--- src/rtl/quad_step_if.sv ---
// Encoder front-end bus: pin inputs and enable toward the decoder, step/error
// strobes and the error count back out.
interface quad_step_if #(
  parameter int ERR_WIDTH = 8
);
  logic                 enable;
  logic                 quad_a;
  logic                 quad_b;
  logic                 step_en;
  logic                 step_up_down;
  logic                 err;
  logic [ERR_WIDTH-1:0] err_count;

  modport master (
    output enable, quad_a, quad_b,
    input  step_en, step_up_down, err, err_count
  );

  modport slave (
    input  enable, quad_a, quad_b,
    output step_en, step_up_down, err, err_count
  );
endinterface

--- src/rtl/quad_step_decoder.sv ---
// Quadrature A/B decoder: synchroniser, optional glitch filter (QDEC_GLITCH_FILTER_EN),
// Gray-step decode into step_en/step_up_down, illegal-transition strobe and counter.
//
// state  | meaning
// PRIME  | first cycle after reset, capture current pins
// WAIT   | let sync/filter pipeline flush reset zeros, keep reloading prev
// TRACK  | decode each change of {a,b} against prev
module quad_step_decoder #(
  parameter int SYNC_STAGES = 2,
  parameter int FILT_CYCLES = 4,
  parameter int ERR_WIDTH   = 8
) (
  input  logic        clk,
  input  logic        rst,
  quad_step_if.slave  bus
);

`ifdef QDEC_GLITCH_FILTER_EN
  localparam int WAIT_LEN = SYNC_STAGES + FILT_CYCLES;
`else
  localparam int WAIT_LEN = SYNC_STAGES;
`endif
  localparam int WW = $clog2(WAIT_LEN + 1);

  typedef enum logic [1:0] {ST_PRIME, ST_WAIT, ST_TRACK} state_t;

  logic [SYNC_STAGES-1:0] a_sync, b_sync;
  logic                   a_s, b_s, a_f, b_f;
  logic [1:0]             cur, prev;
  state_t                 state;
  logic [WW-1:0]          wait_cnt;
  logic                   step_en_r, dir_r, err_r;
  logic [ERR_WIDTH-1:0]   err_cnt_r;

  always_ff @(posedge clk) begin
    if (rst) begin
      a_sync <= '0;
      b_sync <= '0;
    end else begin
      a_sync <= {a_sync[SYNC_STAGES-2:0], bus.quad_a};
      b_sync <= {b_sync[SYNC_STAGES-2:0], bus.quad_b};
    end
  end

  assign a_s = a_sync[SYNC_STAGES-1];
  assign b_s = b_sync[SYNC_STAGES-1];

`ifdef QDEC_GLITCH_FILTER_EN
  localparam int FW = $clog2(FILT_CYCLES + 1);
  logic [FW-1:0] a_cnt, b_cnt;

  // A channel flips only after FILT_CYCLES consecutive cycles of disagreement.
  always_ff @(posedge clk) begin
    if (rst) begin
      a_f   <= 1'b0;
      b_f   <= 1'b0;
      a_cnt <= '0;
      b_cnt <= '0;
    end else begin
      if (a_s == a_f) begin
        a_cnt <= '0;
      end else if (a_cnt == FW'(FILT_CYCLES - 1)) begin
        a_f   <= a_s;
        a_cnt <= '0;
      end else begin
        a_cnt <= a_cnt + FW'(1);
      end
      if (b_s == b_f) begin
        b_cnt <= '0;
      end else if (b_cnt == FW'(FILT_CYCLES - 1)) begin
        b_f   <= b_s;
        b_cnt <= '0;
      end else begin
        b_cnt <= b_cnt + FW'(1);
      end
    end
  end
`else
  assign a_f = a_s;
  assign b_f = b_s;
`endif

  assign cur = {a_f, b_f};

  always_ff @(posedge clk) begin
    if (rst) begin
      state     <= ST_PRIME;
      prev      <= 2'b00;
      wait_cnt  <= '0;
      step_en_r <= 1'b0;
      dir_r     <= 1'b1;
      err_r     <= 1'b0;
      err_cnt_r <= '0;
    end else begin
      step_en_r <= 1'b0;
      err_r     <= 1'b0;
      prev      <= cur;
      case (state)
        ST_PRIME: begin
          wait_cnt <= WW'(WAIT_LEN - 1);
          state    <= ST_WAIT;
        end
        ST_WAIT: begin
          if (wait_cnt == '0) state <= ST_TRACK;
          else                wait_cnt <= wait_cnt - WW'(1);
        end
        ST_TRACK: begin
          if (bus.enable) begin
            case ({prev, cur})
              4'b0001, 4'b0111, 4'b1110, 4'b1000: begin
                step_en_r <= 1'b1;
                dir_r     <= 1'b1;
              end
              4'b0010, 4'b1011, 4'b1101, 4'b0100: begin
                step_en_r <= 1'b1;
                dir_r     <= 1'b0;
              end
              4'b0011, 4'b1100, 4'b0110, 4'b1001: begin
                err_r <= 1'b1;
                if (err_cnt_r != '1) err_cnt_r <= err_cnt_r + ERR_WIDTH'(1);
              end
              default: ;
            endcase
          end
        end
        default: state <= ST_PRIME;
      endcase
    end
  end

  assign bus.step_en      = step_en_r;
  assign bus.step_up_down = dir_r;
  assign bus.err          = err_r;
  assign bus.err_count    = err_cnt_r;

endmodule

--- src/flat_wrapper.sv ---
// flat-port wrapper written by rule: the top's interface ports become plain ports
module quad_step_decoder_flat 
#(
  parameter int SYNC_STAGES = 2,
  parameter int FILT_CYCLES = 4,
  parameter int ERR_WIDTH   = 8
)
  (clk, rst, bus_enable, bus_quad_a, bus_quad_b, bus_step_en, bus_step_up_down, bus_err, bus_err_count);
  quad_step_if #(.ERR_WIDTH(ERR_WIDTH)) bus_i ();
  input  logic clk;
  input  logic rst;
  input wire logic [$bits(bus_i.enable)-1:0] bus_enable;
  input wire logic [$bits(bus_i.quad_a)-1:0] bus_quad_a;
  input wire logic [$bits(bus_i.quad_b)-1:0] bus_quad_b;
  output wire logic [$bits(bus_i.step_en)-1:0] bus_step_en;
  output wire logic [$bits(bus_i.step_up_down)-1:0] bus_step_up_down;
  output wire logic [$bits(bus_i.err)-1:0] bus_err;
  output wire logic [$bits(bus_i.err_count)-1:0] bus_err_count;
  assign bus_i.enable = bus_enable;
  assign bus_i.quad_a = bus_quad_a;
  assign bus_i.quad_b = bus_quad_b;
  assign bus_step_en = bus_i.step_en;
  assign bus_step_up_down = bus_i.step_up_down;
  assign bus_err = bus_i.err;
  assign bus_err_count = bus_i.err_count;
  quad_step_decoder #(.SYNC_STAGES(SYNC_STAGES), .FILT_CYCLES(FILT_CYCLES), .ERR_WIDTH(ERR_WIDTH)) u_core (.clk(clk), .rst(rst), .bus(bus_i));
endmodule
--- config.mk ---
export PLATFORM = sky130hd
export DESIGN_NAME = quad_step_decoder_flat
export DESIGN_NICKNAME = d
export VERILOG_FILES = /design/src/rtl/quad_step_if.sv /design/src/rtl/quad_step_decoder.sv /design/src/flat_wrapper.sv
export SDC_FILE = /design/constraint.sdc
export NUM_CORES = 1
export LEC_CHECK = 0
export BUFFER_PORTS_ARGS = -buffer_cell sky130_fd_sc_hd__buf_2
export CAP_MARGIN = 20
export CORE_UTILIZATION = 40
export DETAILED_ROUTE_END_ITERATION = 12
export HOLD_SLACK_MARGIN = 0.08
export PLACE_DENSITY = 0.62
export SETUP_SLACK_MARGIN = 0.2
export SYNTH_ARGS = -nofsm -noshare
export SYNTH_HDL_FRONTEND = slang
export SYNTH_SLANG_ARGS = --single-unit
--- constraint.sdc ---
create_clock -name clk -period 2.1 [get_ports clk]
set_input_delay 0.42 -clock clk [delete_from_list [all_inputs] [get_ports clk]]
set_output_delay 0.42 -clock clk [all_outputs]
set_load 0.005 [all_outputs]
## Word level (Yosys, flattened, before mapping)

Index checks and enable logic that the tools add are counted.
Widths: inputs -> output; s select.

| cells by class | value |
|---|---|
| add/subtract/negate cells | 2 |
| equality and inequality tests | 17 |
| muxes and demuxes | 7 |
| bitwise logic cells | 2 |
| reduce and logical (&&, ||, !) cells | 13 |

Operators with widths:

| kind | count |
|---|---|
| $eq 4x4->1 const B | 6 |
| $eq 4x3->1 const B | 3 |
| $reduce_or 4->1 | 3 |
| $add 8x1->8 const B | 1 |
| $eq 4x2->1 const B | 2 |
| $ne 8x8->1 const B | 1 |
| $reduce_or 8->1 | 1 |
| $pmux 2 s3 | 1 |
| $eq 4x1->1 const B | 1 |
| $logic_not 2->1 | 2 |
| $mux 2 | 2 |
| $pmux 2 s2 | 1 |
| $reduce_and 2->1 | 2 |
| $reduce_and 4->1 | 1 |
| $reduce_bool 2->1 | 2 |
| $reduce_and 3->1 | 1 |
| $reduce_or 3->1 | 1 |
| $eq 2x1->1 const B | 1 |
| $eq 2x2->1 const B | 1 |
| $mux 1 | 2 |
| $ne 2x1->1 const B | 1 |
| $ne 2x2->1 const B | 1 |
| $not 1->1 | 2 |
| $pmux 1 s2 | 1 |
| $sub 2x1->2 const B | 1 |

| storage, ports and cells | value |
|---|---|
| register bits after elaboration | 21 |
| input bits | 5 |
| output and inout bits | 11 |
| word-level logic and storage cells | 50 |

## Longest topological paths before layout

| depth | value |
|---|---|
| word-level depth | 4 |
| gate-level depth with buffers | 6 |
| gate-level depth less buffers | 6 |

## Worst setup path after synthesis

OpenSTA, ideal clock, no wires.

| path | value |
|---|---|
| path kind | register to register |
| start | register u_core.err_cnt_r[0], in the netlist u_core.bus.err_count[0] |
| end | register u_core.err_cnt_r[5], in the netlist u_core.bus.err_count[5] |
| library setup time | 71 ps |
| data arrival time | 1457 ps |
| required time | 2029 ps |
| path slack | 572 ps |
| cell stages (with the launch flop) | 6 |
| path buffers | 1 |
| clock period less this slack | 1528 ps |
| path through | dfxtp_1 -> ha_1 -> and4_4 -> buf_6 -> or4_1 -> a21oi_1 |

| between the ends | value |
|---|---|
| cells in the longest elaborated chain, start to end | 2 |
| elaborated cells on any way between the ends | 3 |
| classes of those cells | 1 x add/sub; 1 x eq/ne; 1 x reduce/logical |

Ends and longest elaborated chain:

| element | line | text |
|---|---|---|
| start, declared | quad_step_decoder.sv:33 | `logic [ERR_WIDTH-1:0] err_cnt_r;` |
| start signal, assigned | quad_step_decoder.sv:120 | `if (err_cnt_r != '1) err_cnt_r <= err_cnt_r + ERR_WIDTH'(1);` |
| parallel branches: the longest is 2 deep, another holds $add 8x1->8 | - |  |

Several ways; the timed one is not identified.
A chain may end at the register's enable or synchronous reset.

## Worst setup path after layout

| path | value |
|---|---|
| start | register u_core.state[1] |
| end | register u_core.err_cnt_r[7], in the netlist u_core.bus.err_count[7] |

| between the ends | value |
|---|---|
| cells in the longest elaborated chain, start to end | 2 |

Ends and longest elaborated chain:

| element | line | text |
|---|---|---|
| start, declared | quad_step_decoder.sv:30 | `state_t state;` |
| start signal, assigned | quad_step_decoder.sv:87 | `state <= ST_PRIME;` |
| start signal, assigned | quad_step_decoder.sv:101 | `state <= ST_WAIT;` |
| start signal, assigned | quad_step_decoder.sv:104 | `if (wait_cnt == '0) state <= ST_TRACK;` |
| $eq 2x2->1 | quad_step_decoder.sv:98 | `case (state)` |
| $reduce_and 4->1 (no source line) | - |  |

No other way between the ends.

==> results.sh <==
export IMPL_outcome="finished clean"
export IMPL_clockBufferDepth=2
export IMPL_maxSlewHeadroom_pct=74.0
export IMPL_crit_buf_inv=0
export IMPL_ys_seq_area_share_pct=45.7
export IMPL_cts_tree="done"
export IMPL_arrival_ns=1.90
export IMPL_postCtsSetupBuffers=0
export IMPL_cp_slowest_cell="dfxtp_1"
export IMPL_antennaDiodeCount=0
export IMPL_syn_inst=98
export IMPL_num_io_pins=16
export IMPL_irDropWorstVdd_mv=0.374
export IMPL_viasPerCell=5.11
export IMPL_fmax_ghz=0.588
export IMPL_layout_min_cycle_time_ns=1.70
export IMPL_cts_clk_slew_worst_paths_ns=0.12
export IMPL_clock_latency_ns=0.30
export IMPL_grt_pass1_wl_mm=2.77
export IMPL_power_per_cell_area_nw_per_um2=663
export IMPL_setup_tns_ns=0
export IMPL_die_area_sq_um=2500
export IMPL_initial_core_util_pct=42.0
export IMPL_yosysMostFrequentCell="dfxtp_1"
export IMPL_fin_nets=121
export IMPL_dp_cells=137
export IMPL_ctsHoldBuffers=0
export IMPL_worstPathMaxFanout=15
export IMPL_ys_warn_count=0
export IMPL_drcViolationCount=0
export IMPL_synth_flop_cell="dfxtp_1"
export IMPL_leakagePower_nw=0.424
export IMPL_synth_common_cells="dfxtp_1, nor2b_1, a21oi_1"
export IMPL_finalMaxSlewViolations=0
export IMPL_met1_usage_pct=19.4
export IMPL_setup_viol=0
export IMPL_synth_area_top_cells="dfxtp_1, nor2b_1, a21oi_1, xor2_1, mux2_2"
export IMPL_ys_async_sr_fraction_pct=0
export IMPL_fin_cells=141
export IMPL_max_stage_delay_ns=0.46
export IMPL_area_growth_pct=12.4
export IMPL_finalWeightedCongestion=0.743
export IMPL_finalPower_mw=0.686
export IMPL_start_kind="register"
export IMPL_finalClockSkew_ns=0.00186
export IMPL_overflow=0
export IMPL_use_met2_pct=21.8
export IMPL_cts_resized_gates=0
export IMPL_max_cap_violations=0
export IMPL_path_cells="and3b_1 > nand3_2 > nor3_1 > mux2_2"
export IMPL_coreArea_sq_um=2190
export IMPL_first_pass_iters=4
export IMPL_syn_avg_cell_area_sq_um=9.40
export IMPL_grt_pass1_vias=650
export IMPL_rsz0062_at_grt="no"
export IMPL_cp_top_family="simple AND/OR/NAND/NOR gates"
export IMPL_drive_above_1_share_pct=24.8
export IMPL_num_vias=720
export IMPL_grt_busiest_layer="met2"
export IMPL_syn_area_sq_um=921
export IMPL_fillers=203
export IMPL_post_route_period_util_pct=81.0
export IMPL_max_slew_worst_pin_slew_ns=0.389
export IMPL_row_count=17
export IMPL_synth_seq_cells=21
export IMPL_worstSetupPathType="reg -> reg"
export IMPL_grt_use_met3_pct=2.78
export IMPL_worst_ep_required_time_ns=2.30
export IMPL_root_buffer="clkbuf_4"
export IMPL_antenna_found_initial=0
export IMPL_drtAntennaViolNets=0
export IMPL_routed_wl_mm=1.56
export IMPL_drt_wirelength_per_cell_microns=11.1
export IMPL_die_width_microns=50.0
export IMPL_htreeDepth=1
export IMPL_synth_edff_count=0
export IMPL_endpoint_kind="register"
export IMPL_hold_class="in -> reg"
export IMPL_synth_largest_area_cell="dfxtp_1"
export IMPL_clock_sinks=21
export IMPL_grt_max_degree=24
export IMPL_hold_viol=0
export IMPL_die_height_microns=50.0
export IMPL_gr_usage_all_layers_pct=14.7
export IMPL_yosysTopAreaCellShare_pct=45.7
export IMPL_io_buffers=15
export IMPL_syn_num_nets=105
export IMPL_dp_hpwl_mm=1.09
export IMPL_fin_util_pct=47.2
export IMPL_ys_types=32
export IMPL_drt_iter0_markers=8
export IMPL_cts_buffers=3
[per-layer routing]
layer | vias up | routed length (microns) | share of wire [%]
li1 | 379 | - | -
met1 | 330 | 800 | 51
met2 | 9 | 701 | 45
met3 | 2 | 44 | 2.8
met4 | 0 | 13 | 0.83
met5 | - | 0 | 0
[layout make-up]
cell class	count	area, sq um	area share (%)
clock inverter	1	5.00	0.484
clock buffer	3	22.5	2.18
sequential	21	420	40.6
timing repair buffer	15	75.1	7.26
multi-input combinational	69	462	44.6
tap	28	35.0	3.39
inverter	4	15.0	1.45
[where the power goes]
group          leakage [nW]  switching (mW)  internal, mW  total, mW
sequential            0.171          0.0164         0.414      0.431
combinational         0.235          0.0313        0.0316     0.0629
clock                0.0177           0.122        0.0710      0.193
[logic make-up after synthesis]
logic type	count (synthesis)	share of synthesized area, %
AND/OR/NAND/NOR	41	27.2
flip-flops	21	45.7
AO/OA/AOI/OAI	18	11.8
buffers and inverters	8	4.21
XOR/XNOR	5	4.76
multiplexers	3	3.67
adder cells (fa/ha/maj)	2	2.72
[path summary, 6_finish.rpt]
check                   startpoint  slack, ns  cells past startpoint                      end
setup reg to reg   u_core.state[1]       0.40                      4  u_core.bus.err_count[7]
setup / recovery   u_core.state[1]       0.40                      4  u_core.bus.err_count[7]
hold reg to reg   u_core.b_sync[0]       0.45                      1         u_core.b_sync[1]
hold / removal          bus_quad_a       0.32                      2         u_core.a_sync[0]
[cells in the final DEF (no fill, tap or decap), drive strengths merged, types with 2 or more instances in the layout]
cell    Yosys  final
or4         3      3
mux2        3      3
inv         4      4
o31ai       4      4
dfxtp      21     21
and4        3      3
o21ai       3      3
nand2       4      4
a21oi       8      8
nor2        7      7
ha          2      2
nor2b       9      9
clkbuf      2      3
nor3        4      4
buf         2     15
nand3       3      3
xor2        4      4
[state kept, by name, indices dropped and copies added (netlist names)]
register	flops
u_core.a_sync	2
u_core.b_sync	2
u_core.bus.err	1
u_core.bus.err_count	8
u_core.bus.step_en	1
u_core.bus.step_up_down	1
u_core.prev	2
u_core.state	2
u_core.wait_cnt	2
[metrics by stage]
step                setup slack (ns)  hold slack [ns]  instance area [sq um]
floorplan                      0.572            0.414                    921
global placement               0.435            0.416                   1010
detailed placement             0.361            0.425                   1010
CTS                            0.382            0.308                   1030
global route                   0.258            0.321                   1030
finish                         0.399            0.323                   1030
(Power assumes the default switching activity.)
